`src/rtl/diff_scan_ctrl.sv`:
```
// diff_scan_ctrl: serially reports each differing bit of a ^ b, lowest first, over a valid/ready handshake
module diff_scan_ctrl #(
  parameter int WIDTH = 32,
  parameter int IDX_W = 5
) (
  input  logic             clk,
  input  logic             rst,
  input  logic             start,
  input  logic [WIDTH-1:0] a,
  input  logic [WIDTH-1:0] b,
  input  logic             abort,
  output logic             busy,
  output logic             out_valid,
  input  logic             out_ready,
  output logic [WIDTH-1:0] out_onehot,
  output logic [IDX_W-1:0] out_idx,
  output logic             out_last,
  output logic             done,
  output logic [IDX_W:0]   count
);
  typedef enum logic [1:0] {IDLE, SCAN, DONE} state_t;
  state_t state, state_nx;
  logic [WIDTH-1:0] residue, lowest;
  logic [IDX_W-1:0] enc;
  logic hs, single;
  // two's-complement trick isolates the lowest set bit
  assign lowest = residue & (~residue + 1'b1);
  assign single = (residue != '0) && ((residue & (residue - 1'b1)) == '0);
  always_comb begin
    enc = '0;
    for (int i = 0; i < WIDTH; i++) enc = enc | (lowest[i] ? IDX_W'(i) : '0);
  end
  assign busy       = state != IDLE;
  assign out_valid  = state == SCAN;
  assign done       = state == DONE;
  assign out_onehot = out_valid ? lowest : '0;
  assign out_idx    = out_valid ? enc : '0;
  assign out_last   = out_valid & single;
  assign hs         = out_valid & out_ready;
  always_comb begin
    state_nx = state;
    state_nx = state == IDLE ? (start ? ((a ^ b) != '0 ? SCAN : DONE) : IDLE) :
               state == SCAN ? (abort ? IDLE : (hs && out_last) ? DONE : SCAN) :
               IDLE;
  end
  always_ff @(posedge clk or negedge rst)
    if (!rst) begin
      state   <= IDLE;
      residue <= '0;
      count   <= '0;
    end else begin
      state <= state_nx;
      if (state == IDLE && start) begin
        residue <= a ^ b;
        count   <= '0;
      end else if (state == SCAN && abort) begin
        residue <= '0;
      end else if (hs) begin
        residue <= residue & ~lowest;
        count   <= count + 1'b1;
      end
    end
endmodule

```
`config.mk`:
```
export PLATFORM = sky130hd
export DESIGN_NAME = diff_scan_ctrl
export DESIGN_NICKNAME = d
export VERILOG_FILES = /design/src/rtl/diff_scan_ctrl.sv
export SDC_FILE = /design/constraint.sdc
export NUM_CORES = 1
export LEC_CHECK = 0
export CAP_MARGIN = 20
export CORE_MARGIN = 8
export CORE_UTILIZATION = 45
export DETAILED_ROUTE_END_ITERATION = 16
export GPL_TIMING_DRIVEN = 1
export PLACE_DENSITY_LB_ADDON = 0.1
export SETUP_SLACK_MARGIN = 0.1
export SYNTH_ARGS = -nofsm -noshare
export SYNTH_HDL_FRONTEND = slang
export SYNTH_SLANG_ARGS = --single-unit
```
`constraint.sdc`:
```
create_clock -name clk -period 3.75 [get_ports clk]
set_input_delay 0.75 -clock clk [delete_from_list [all_inputs] [get_ports clk]]
set_output_delay 0.75 -clock clk [all_outputs]
set_load 0.005 [all_outputs]
```
==> results.txt <==
Min Clock Period, post-route - 3.65 ns
Pre-CTS WS - 0.133 ns
Detailed-route via count - 4044
Clock Path Buffers - 2
DRT Pass-1 Iters - 5
VDD IR max - 0.228 mV
Initial core utilization - 0.466
Max-Cap Viols - 0
Std-Cell Rows - 31
Reg clk slew, reported paths - 0.08 ns
Sw frac - 0.413
Ys Warns - 0
FMAX - 274 MHz
Vias in the first global route - 4086
Fillers - 582
Net load switching power - 0.000870 W
Fin Setup TNS - 0 ns
Synth-to-layout area growth - 58.2%
Die Width - 103 um
Grt ovf - 0
RSZ-0062 raised after global routing - true
I/O pins - 116
Via density per instance - 6.03
Initial antenna violation count - 0
Tot Pwr - 0.00210 W
Transition time of the tightest slew-check pin - 0.918 ns
Post-synthesis instance total - 409
Worst setup EP type - flop
Placeable Area - 0.00729 mm^2
# setup viols final - 0
Primary FF master, synth - dfrtp_1
Antenna-violating nets left - 0
Highest-count cells in the layout ignoring fill and taps - clkdlybuf4s50_1, buf_4, nand2_1
P per Cell Area - 391 mW/mm^2
GR Util All Layers - 0.259
Type of element launching the critical path - flop
Final worst-path cycle share - 0.974
Internal - 0.00123 W
Area of the multi-input gates - 0.00237 mm^2
Max_slew headroom - 0.388
Nets - 641
Leakage - 2.20 nW
Max-slew violations - 0
Power share of the clock group - 0.172
Root Buffer - clkbuf_8
PortBufs - 115
WL final - 13.5 mm
WHS - 0.551 ns
Placed wire-length estimate - 10.3 mm
Util after Layout - 0.737
Mapped Nets - 479
Worst min-delay path class - flop to flop
Largest net degree at the start of global routing - 41
Final-report hold violation count - 0
Share of post-route cells with drive strength above 1 - 0.234
PnR worst setup slack - 0.0986 ns
Drt wl/cell - 20.1 um
FF+latch area - 0.00102 mm^2
Die height - 103 um
FFs w/ async S/R, synth - 1.00
Placer Congestion - 0.982
Global-route wire length before repair - 21.3 mm
Worst path required time - 3.95 ns
Worst-Skew Late Latency - 0.30 ns
Sequential area share after synthesis - 0.295
CP Max Fanout - 7
Commonest non-fill, non-tap cell in the layout - clkdlybuf4s50_1
CTS tree - done
DRC viols - 0
DIE AREA - 0.0106 mm^2
Clk sinks - 40
Worst path arrival time - 3.85 ns
Sequential power share - 0.319
Mapped cell area - 0.00340 mm^2
Syn_area_per_cell - 8.31 um^2
Register bit total from synthesis - 40
Hold-fix buffers, CTS - 0
Clock Skew - 0.00470 ns
Status - finished clean
Crit path kind - flop to flop
Post-synthesis cell type count - 60
Clock H-tree levels - 2
CTS Buf Count - 5
1st-iter DRT viols - 335
Comb pwr share - 0.509
# diodes - 0
Post-synth EDFFs - 0
## Yosys cell counts, types with 3 or more instances
library cell	instances	area, um^2
clkbuf_1	18	67.6
nor4_1	12	75.1
nand2_1	50	188
a21oi_1	11	55.1
or3_1	3	18.8
buf_2	8	40.0
nand4_1	12	75.1
nand2b_1	4	25.0
and2_1	5	31.3
nand3_1	23	115
nor4_4	7	149
nor3_1	13	65.1
nor2_1	48	180
dfrtp_1	40	1000
nor4_2	3	37.5
xor2_1	35	307
o211ai_1	5	37.5
a31oi_1	5	31.3
buf_4	3	22.5
o2111ai_1	3	26.3
a32o_1	25	250
o21ai_0	7	35.0
inv_1	11	41.3
and3_1	12	75.1
## worst max-delay path: stages, from the launching register on
cell	delay, ns
dfrtp_2	0.48
nor4_4	0.38
nand4_4	0.18
buf_4	0.19
nor4_4	0.27
o32ai_2	0.16
nor3_2	0.26
nand2_2	0.10
buf_4	0.14
buf_4	0.12
buf_4	0.12
buf_4	0.12
buf_4	0.12
buf_4	0.12
buf_4	0.12
buf_4	0.12
buf_4	0.12
buf_4	0.12
o41ai_2	0.31
## power by group through the flow
stage | registers [W] | logic (W) | clock network (W)
3_5_place_dp | 0.000677 | 0.000881 | 0
4_1_cts | 0.000666 | 0.000995 | 0.000367
6_report | 0.000672 | 0.00107 | 0.000362
2_1_floorplan | 0.000606 | 0.000553 | 0
3_3_place_gp | 0.000671 | 0.000877 | 0
5_1_grt | 0.000684 | 0.00115 | 0.000379
## layer usage
| metal | GRT usage | up-vias | share of wire |
|---|---|---|---|
| li1 | - | 1852 | - |
| met1 | 0.325 | 1941 | 0.40 |
| met2 | 0.416 | 205 | 0.47 |
| met3 | 0.0527 | 46 | 0.088 |
| met4 | 0.125 | 0 | 0.040 |
| met5 | 0 | - | 0 |
## metrics by stage
stage / cell area (um^2) / cells
3_5_place_dp: 4790 / 626
2_1_floorplan: 3400 / 409
4_1_cts: 5210 / 662
5_1_grt: 5380 / 671
3_3_place_gp: 4790 / 626
6_report: 5380 / 671
## logic make-up (layout without fill, tap and decap cells)
| kind of cell | after synthesis | count (layout) | synth area share |
|---|---|---|---|
| AOI/OAI and AO/OA | 84 | 84 | 0.204 |
| xor gates and xnor gates | 35 | 35 | 0.0902 |
| DFF | 40 | 40 | 0.295 |
| buffers and inverters | 41 | 204 | 0.0515 |
| adders and majority gates | 2 | 2 | 0.00663 |
| and+or+nand+nor | 207 | 207 | 0.353 |
## worst paths after layout
check | cells after the start | slack, ns | startpoint | end
max in group asynchronous | 1 | 2.54 | rst | residue[10]
worst min register to register | 1 | 0.55 | count[0] | count[0]
min in group asynchronous | 1 | 0.57 | rst | residue[19]
worst min-delay path | 1 | 0.55 | count[0] | count[0]
worst max register to register | 18 | 0.1 | residue[12] | state[1]
worst max-delay path | 18 | 0.1 | residue[12] | state[1]
## state kept, by name, indices dropped and copies added, names as in the netlist
register / count
count: 6
residue: 32
state: 2
## repair_timing
item | in CTS | in global routing
pin swaps | 9 | 12
buffers inserted | 28 | 9
endpoints found under the setup margin | 6 | 7
gates resized for setup | 25 | 23
## cell type report
class,count,share of cell area
Clock inverter,3,0.00791
Tap cell,99,0.0230
Timing Repair Buffer,184,0.317
Inverter,12,0.00838
Clock buffer,5,0.0128
Multi-Input combinational cell,328,0.442
Sequential cell,40,0.189
No activity file was read; power rests on OpenSTA's default activity.
